`src/rtl/router_pkg.sv`:
```
// Shared definitions for the 1x3 router: data width, address encodings and
// controller state codes so the FSM and the register stage agree.
package router_pkg;

    localparam int DEFAULT_DATA_WIDTH = 8;

    localparam logic [1:0] ADDR_FIFO0   = 2'b00;
    localparam logic [1:0] ADDR_FIFO1   = 2'b01;
    localparam logic [1:0] ADDR_FIFO2   = 2'b10;
    localparam logic [1:0] ADDR_INVALID = 2'b11;

    typedef enum logic [2:0] {
        ST_DECODE_ADDRESS     = 3'd0,
        ST_LOAD_FIRST_DATA    = 3'd1,
        ST_LOAD_DATA          = 3'd2,
        ST_FIFO_FULL          = 3'd3,
        ST_LOAD_AFTER_FULL    = 3'd4,
        ST_LOAD_PARITY        = 3'd5,
        ST_CHECK_PARITY_ERROR = 3'd6,
        ST_WAIT_TILL_EMPTY    = 3'd7
    } router_state_e;

    function automatic logic addr_is_valid(input logic [1:0] addr);
        return addr != ADDR_INVALID;
    endfunction

endpackage

```
`src/rtl/router_parity_acc.sv`:
```
// Running XOR parity over header/payload, captured packet parity byte and the
// mismatch flag; only instantiated when ROUTER_PARITY_CHECK_EN is defined.
module router_parity_acc
    import router_pkg::*;
#(
    parameter int DATA_WIDTH = DEFAULT_DATA_WIDTH
) (
    input  logic                  clk,
    input  logic                  reset,
    input  logic                  clr,
    input  logic                  acc_en,
    input  logic [DATA_WIDTH-1:0] acc_data,
    input  logic                  cap_en,
    input  logic [DATA_WIDTH-1:0] cap_data,
    input  logic                  chk_en,
    output logic                  err
);

    logic [DATA_WIDTH-1:0] int_parity;
    logic [DATA_WIDTH-1:0] pkt_parity;

    always_ff @(posedge clk or posedge reset) begin
        if (reset) begin
            int_parity <= '0;
            pkt_parity <= '0;
            err        <= 1'b0;
        end else if (clr) begin
            int_parity <= '0;
            pkt_parity <= '0;
            err        <= 1'b0;
        end else begin
            if (acc_en) int_parity <= int_parity ^ acc_data;
            if (cap_en) pkt_parity <= cap_data;
            if (chk_en) err        <= (int_parity != pkt_parity);
        end
    end

endmodule

```
`src/rtl/router_reg.sv`:
```
// Router datapath register stage: header latch, full-state hold byte, parity
// tracking. Optional parity compare is built under ROUTER_PARITY_CHECK_EN.
module router_reg
    import router_pkg::*;
#(
    parameter int DATA_WIDTH = DEFAULT_DATA_WIDTH
) (
    input  logic                  clk,
    input  logic                  reset,
    input  logic                  pkt_valid,
    input  logic [DATA_WIDTH-1:0] data_in,
    input  logic                  fifo_full,
    input  logic                  detect_add,
    input  logic                  lfd_state,
    input  logic                  ld_state,
    input  logic                  laf_state,
    input  logic                  full_state,
    input  logic                  rst_int_reg,
    output logic [DATA_WIDTH-1:0] dout,
    output logic                  parity_done,
    output logic                  low_pkt_valid,
    output logic                  err
);

    // pkt_valid is high for header and payload bytes and low on the parity
    // byte; fifo_full stalls the byte into hold_reg until laf_state replays it.
    logic [DATA_WIDTH-1:0] header_reg;
    logic [DATA_WIDTH-1:0] hold_reg;

    always_ff @(posedge clk or posedge reset) begin
        if (reset) begin
            header_reg <= '0;
        end else if (detect_add && pkt_valid && addr_is_valid(data_in[1:0])) begin
            header_reg <= data_in;
        end
    end

    always_ff @(posedge clk or posedge reset) begin
        if (reset) begin
            dout     <= '0;
            hold_reg <= '0;
        end else if (lfd_state) begin
            dout <= header_reg;
        end else if (ld_state) begin
            if (!fifo_full) dout     <= data_in;
            else            hold_reg <= data_in;
        end else if (laf_state) begin
            dout <= hold_reg;
        end else if (full_state) begin
            dout <= dout;
        end
    end

    always_ff @(posedge clk or posedge reset) begin
        if (reset) begin
            low_pkt_valid <= 1'b0;
        end else if (ld_state && !pkt_valid) begin
            low_pkt_valid <= 1'b1;
        end else if (rst_int_reg) begin
            low_pkt_valid <= 1'b0;
        end
    end

    // A packet that ended during a stall gets parity_done once the held byte replays.
    always_ff @(posedge clk or posedge reset) begin
        if (reset) begin
            parity_done <= 1'b0;
        end else if (detect_add) begin
            parity_done <= 1'b0;
        end else if ((ld_state && !fifo_full && !pkt_valid) ||
                     (laf_state && low_pkt_valid && !parity_done)) begin
            parity_done <= 1'b1;
        end
    end

`ifdef ROUTER_PARITY_CHECK_EN
    logic                  acc_en;
    logic [DATA_WIDTH-1:0] acc_data;

    assign acc_en   = lfd_state || (ld_state && pkt_valid && !fifo_full);
    assign acc_data = lfd_state ? header_reg : data_in;

    router_parity_acc #(
        .DATA_WIDTH (DATA_WIDTH)
    ) u_parity (
        .clk      (clk),
        .reset    (reset),
        .clr      (detect_add),
        .acc_en   (acc_en),
        .acc_data (acc_data),
        .cap_en   (ld_state && !pkt_valid && !fifo_full),
        .cap_data (data_in),
        .chk_en   (parity_done && rst_int_reg),
        .err      (err)
    );
`else
    assign err = 1'b0;
`endif

endmodule

```
`config.mk`:
```
export PLATFORM = sky130hd
export DESIGN_NAME = router_reg
export DESIGN_NICKNAME = d
export VERILOG_FILES = /design/src/rtl/router_pkg.sv /design/src/rtl/router_parity_acc.sv /design/src/rtl/router_reg.sv
export SDC_FILE = /design/constraint.sdc
export NUM_CORES = 1
export LEC_CHECK = 0
export CORE_MARGIN = 2
export CORE_UTILIZATION = 43
export CTS_CLUSTER_DIAMETER = 150
export DETAILED_ROUTE_END_ITERATION = 16
export GPL_ROUTABILITY_DRIVEN = 0
export GPL_TIMING_DRIVEN = 1
export PLACE_DENSITY = 0.71
export REMOVE_ABC_BUFFERS = 1
export SYNTH_ARGS = -nofsm -noshare
export SYNTH_HDL_FRONTEND = slang
export SYNTH_SLANG_ARGS = --single-unit
```
`constraint.sdc`:
```
create_clock -name clk -period 1.1 [get_ports clk]
set_input_delay 0.22 -clock clk [delete_from_list [all_inputs] [get_ports clk]]
set_output_delay 0.22 -clock clk [all_outputs]
set_load 0.02 [all_outputs]
```
==> summary.md, run 1 <==
| Metric | Value |
|---|---|
| Status | `complete, but fails checks` |
| Violated checks | `negative setup slack` |
| Largest net degree at the start of global routing | `27` |
| Critical-path cell list | `buf_6` |
| Nets | `168` |
| Commonest non-fill, non-tap cells in the layout | `dfrtp_1, buf_4, mux2_2, clkdlybuf4s50_1, buf_6` |
| PortBufs | `26` |
| Final HPWL DP | `1881 um` |
| Hold_buf cts | `0` |
| Switching pwr | `0.6865 mW` |
| Area grow syn2layout | `49.52%` |
| Worst min path class | `input port to async pin` |
| Leakage | `0.8157 nW` |
| Crit path launch type | `register` |
| Clock power frac | `25.5%` |
| Post-synthesis sequential area ratio | `55.85%` |
| Initial Util | `46.18%` |
| Clock latency on the worst-skew pair | `0.33 ns` |
| WP buf/inv | `1` |
| Post-DRT Antenna Nets | `0` |
| Skew final | `0.009922 ns` |
| Critical path's slowest cell | `dfrtp_1` |
| CP peak stage delay | `0.43 ns` |
| Power per cell area | `1503 mW/mm^2` |
| Num CTS Buffers | `3` |
| CTS tree | `built` |
| DRT iter0 DRCs | `26` |
| Critical path class | `register to primary output` |
| Die area | `0.003141 sq mm` |
| Max-capacitance violation count | `0` |
| CORE AREA | `0.002522 sq mm` |
| P_int | `1.932 mW` |
| Crit path capture type | `primary output` |
| Clock Pin Slew Worst Setup and Hold Paths | `0.15 ns` |
| Most common cell after layout, fill and taps aside | `dfrtp_1` |
| I/O Pins | `29` |
| FP Rows | `18` |
| FF/Latch Area | `650.6 sq um` |
| Post-route cell area | `0.001742 sq mm` |
| Total number of vias | `972` |
| Post-Synthesis Cell Area | `0.001165 sq mm` |
| H-tree levels | `1` |
| First-pass GRT wire length | `4464 um` |
| Initial antenna violation count | `0` |
| Worst reg2reg setup slack | `0.02 ns` |
| VDD IR-drop max | `0.9402 mV` |
| Worst path top cell family by delay | `flip-flops` |
| Grt total ovfl | `0` |
| Dpl cell area | `0.001608 sq mm` |
| Worst-case clock buffer depth | `2` |
| WL per Instance | `14.74 um` |
| Critical Path Start | `dout[0]` |
| Yosys warns | `0` |
| Via density | `5.430` |
| RSZ-0062 raised after global routing | `yes` |
| DRC violations left | `0` |
| Fin worst setup slack | `-0.03141 ns` |
| Final Setup Violations | `9` |
| Comb pwr share | `27.8%` |
| Tot GR Track Use | `18.28%` |
| Root buffer cell | `clkbuf_4` |
| Ratio of cells with drive above 1 in the final layout | `42.28%` |
| Cells after Synth | `96` |
| Slew Limit Fails | `0` |
| Final Hold Fails | `0` |
| Clock Sinks | `26` |
| Period minus WS final | `1.131 ns` |
| Sequential fraction of design power | `46.7%` |
| Die X | `56.05 um` |
| Antenna diode count | `0` |
| WHS | `0.1886 ns` |
| Die Y-Extent | `56.05 um` |
| Fmax | `0.8839 GHz` |
| Area of the multi-input gates | `506.7 sq um` |
| Crit path max fanout | `2` |
| Vias in the first global route | `1021` |
| Register bit total from synthesis | `26` |
| Worst EP arrival | `0.91 ns` |
| DR pass1 iterations | `4` |
| Avg Inst Size Synth | `12.13 sq um` |
| R2r startpoint | `dout[6]` |
| Sw frac | `26.22%` |
| WL final | `2638 um` |
| Fillers | `192` |
| Period utilisation layout | `102.9%` |
| Required @ worst endpoint | `0.88 ns` |
| Netlist cell types | `23` |
## area by class of cell
class	instances	share of cell area (%)
inverters	3	0.6466
repair buffers	52	27.73
multi-input cells	64	29.09
clock inverters	1	1.724
well taps	30	2.155
flip-flops and latches	26	37.36
clock buffers	3	1.293
## what timing repair did
item / in CTS / in global routing
setup endpoints to repair: 33 / 19
setup buffers: 8 / 1
gates resized for setup: 68 / 4
pin swaps: 1 / 0
## final timing paths
kind	endpoint	cells past startpoint
min	low_pkt_valid	3
max in group asynchronous	parity_done	3
min reg2reg	header_reg[0]	1
min in group clk	parity_done	2
max	dout[0]	1
max reg2reg	dout[6]	3
## per-layer routing
metal | share of wire (%) | track usage (%) | routed length (um)
met1 | 42 | 21.16 | 1107
met3 | 4.1 | 3.023 | 107
met4 | 3.4 | 10.54 | 91
met5 | 0 | 0 | 0
met2 | 50 | 31.60 | 1331
## synthesized netlist by cell type (all sizes together)
library cell  instances  area, sq um
a21o                  1        7.510
a21oi                 3        15.01
a221o                 5        50.05
a221oi                1        8.760
a22o                  1        8.760
and2b                 1        10.01
buf                   1        7.510
clkbuf                2        7.510
conb                  1        3.750
dfrtp                26        650.6
inv                   3        11.26
mux2                 14        157.7
nand2                 6        22.52
nand2b                7        43.79
nand3b                1        11.26
nor2                  6        22.52
nor2b                 5        33.78
nor3                  1        5.000
o21ai                 5        25.02
o221a                 3        33.78
o22a                  2        17.52
or3                   1        11.26
## worst min-delay path, cell delays in order
cell and delay (ns):
clkdlybuf4s50_1 0.40, inv_1 0.09, buf_12 0.19
## stage by stage
step / setup TNS [ns] / worst slack [ns] / power [mW] / instances / util, %
6_report: -0.1415 / -0.03141 / 2.618 / 179 / 69.05
5_1_grt: -0.4911 / -0.06309 / 2.744 / 179 / 69.05
4_1_cts: -0.1791 / -0.03407 / 2.612 / 178 / 68.65
3_5_place_dp: -12.67 / -0.5968 / 1.893 / 167 / 63.74
3_3_place_gp: -11.96 / -0.5533 / 1.864 / 167 / 63.74
2_1_floorplan: -0.07683 / -0.02561 / 1.535 / 93 / -
## logic make-up after synthesis
logic type             count (synthesis)  share of synthesized area, %
AND/OR/NAND/NOR                       28                         13.75
multiplexers                          14                         13.53
AO/OA/AOI/OAI                         21                         14.29
flip-flops                            26                         55.85
buffers and inverters                  6                         2.256
other                                  1                        0.3219
## power groups by stage
stage               Sequential, mW  Clock [mW]  Combinational [mW]
floorplan                     1.28           0               0.255
global placement              1.22           0               0.644
detailed placement            1.23           0               0.666
CTS                           1.22       0.674               0.720
global route                  1.24       0.716               0.785
finish                        1.22       0.667               0.728
No activity file was read; power rests on OpenSTA's default activity.
==> run 2: changes to the inputs <==
Settings changed: CAP_MARGIN set to 20.
==> results of run 2 <==
The final DEF is identical to that of run 1; final timing and power are the same.
==> run 3: changes to the inputs <==
Clock period 1.1 ns to 1.4 ns, I/O delays scaled along.
==> summary.md, run 3 (synthesized netlist as in run 1, its figures left out) <==
| Metric | Value |
|---|---|
| First-pass GRT wire length | `3988 um (-11%)` |
| R2r startpoint | `hold_reg[2]` |
| Worst min path class | `input port to async pin` |
| Crit path launch type | `input port` |
| Power per cell area | `1191 mW/mm^2 (-21%)` |
| Period utilisation layout | `99.14%` |
| Clock latency on the worst-skew pair | `0.32 ns (about the same)` |
| DRT iter0 DRCs | `14 (-46%)` |
| Levels on crit path | `4 (+3)` |
| RSZ-0062 raised after global routing | `no` |
| Num CTS Buffers | `3 (unchanged)` |
| Worst r2r dst | `dout[2]` |
| Commonest non-fill, non-tap cells in the layout | `dfrtp_1, clkdlybuf4s50_1, mux2_2, buf_4, dlygate4sd2_1` |
| WHS | `0.2921 ns (+0.1035 ns)` |
| Critical path class | `input port to register` |
| Most common cell after layout, fill and taps aside | `dfrtp_1` |
| Die X | `56.05 um (unchanged)` |
| I/O Pins | `29 (unchanged)` |
| Nets | `155 (-7.7%)` |
| Largest net degree at the start of global routing | `27 (unchanged)` |
| DRC violations left | `0 (unchanged)` |
| Max-capacitance violation count | `0 (unchanged)` |
| Area grow syn2layout | `37.16%` |
| WP buf/inv | `1 (unchanged)` |
| Antenna diode count | `0 (unchanged)` |
| Clock Pin Slew Worst Setup and Hold Paths | `0.15 ns (about the same)` |
| Worst EP arrival | `1.62 ns (+0.71 ns)` |
| Setup TNS after final layout | `0 ns (+0.1415 ns)` |
| Crit path max fanout | `5 (+3)` |
| Period minus WS final | `1.388 ns` |
| Slew Limit Fails | `0 (unchanged)` |
| Initial antenna violation count | `0 (unchanged)` |
| Final Hold Fails | `0 (unchanged)` |
| Reg2reg path depth | `3 (unchanged)` |
| Critical-path cell list | `clkdlybuf4s50_1 > and2b_4 > or3_4 > o221a_2` |
| Worst reg2reg setup slack | `0.49 ns (+0.47 ns)` |
| Status | `finished clean` |
| Leakage | `0.7233 nW (-11%)` |
| Initial Util | `46.18% (unchanged)` |
| Grt total ovfl | `0 (unchanged)` |
| Die Y-Extent | `56.05 um (unchanged)` |
| Tot GR Track Use | `16.45% (-1.8 points)` |
| Fmax | `0.7205 GHz` |
| Post-DRT Antenna Nets | `0 (unchanged)` |
| Skew final | `0.01058 ns (+0.0006601 ns)` |
| Die area | `0.003141 sq mm (unchanged)` |
| Required @ worst endpoint | `1.63 ns (+0.75 ns)` |
| Setup Fix Bufs, Post-CTS | `0 (-8)` |
| FP Rows | `18 (unchanged)` |
| PortBufs | `26 (unchanged)` |
| Overall power | `1.903 mW (-27%)` |
| Critical Path Start | `fifo_full` |
| Final HPWL DP | `1744 um (-7.3%)` |
| Total number of vias | `877 (-9.8%)` |
| Root buffer cell | `clkbuf_4` |
| Crit path capture type | `register` |
| H-tree levels | `1 (unchanged)` |
| Via density | `5.283 (-2.7%)` |
| WL per Instance | `14.55 um (-1.3%)` |
| CTS tree | `built` |
| CP peak stage delay | `0.51 ns (+0.08 ns)` |
| Worst-case clock buffer depth | `2 (unchanged)` |
| Final Setup Violations | `0 (-9)` |
| Ratio of cells with drive above 1 in the final layout | `27.94% (-14 points)` |
| Clock Sinks | `26 (unchanged)` |
| CP endpoint | `dout[5]` |
| WL final | `2415 um (-8.5%)` |
| Critical path's slowest cell | `clkdlybuf4s50_1` |
| Worst path top cell family by delay | `simple AND/OR/NAND/NOR gates` |
| VDD IR-drop max | `1.147 mV (+22%)` |
| CORE AREA | `0.002522 sq mm (unchanged)` |
| Vias in the first global route | `874 (-14%)` |
| DR pass1 iterations | `4 (unchanged)` |
[run 3: cell types whose count changed in the layout (fill, tap and decap cells not counted), moves of 5 or more]
cell	previous run	this run
buf_4	24	12
buf_6	10	0
clkdlybuf4s50_1	10	15
dlygate4sd2_1	4	10
[run 3: worst min-delay path, cell delays in order]
cell	delay (ns)
clkdlybuf4s50_1	0.39
inv_1	0.05
buf_4	0.31
[run 3: area by class of cell]
cell class / count / area [sq um]
fillers: 216 / 924.6
flip-flops and latches: 26 / 650.6
multi-input cells: 64 / 488.0
repair buffers: 39 / 357.8
well taps: 30 / 37.54
clock inverters: 1 / 30.03
clock buffers: 3 / 22.52
inverters: 3 / 11.26
[run 3: routing by layer]
| metal | GRT usage (%) | wire length [um] |
|---|---|---|
| met3 | 5.116 | 94 |
| met5 | 0 | 0 |
| met4 | 4.082 | 21 |
| met1 | 19.88 | 1081 |
| met2 | 28.40 | 1217 |
[run 3: stage by stage]
stage | instance area (sq um) | util [%] | setup slack (ns) | std cells
floorplan | 1150 | - | 0.2144 | 93
global route | 1598 | 63.34 | 0.006365 | 166
finish | 1598 | 63.34 | 0.01203 | 166
detailed placement | 1558 | 61.76 | -0.3532 | 162
CTS | 1597 | 63.29 | 0.01300 | 166
global placement | 1558 | 61.76 | -0.3159 | 162
[run 3: timing repair]
| action | CTS | global route |
|---|---|---|
| hold buffers | 0 | 0 |
| resized for setup | 11 | 1 |
| setup endpoints to repair | 12 | 1 |
| gates cloned | 0 | 0 |
[run 3: power breakdown]
group | internal (mW) | switching [mW]
clock network | 0.290 | 0.222
logic | 0.244 | 0.199
registers | 0.879 | 0.0691
total | 1.41 | 0.490
[run 3: how the worst min path moves through the flow]
stage,endpoint,slack (ns),cells past startpoint
floorplan,dout[0],0.32,1
global placement,header_reg[1],0.48,1
detailed placement,header_reg[0],0.49,1
CTS,hold_reg[5],0.29,3
global route,hold_reg[5],0.33,3
finish,hold_reg[6],0.29,3
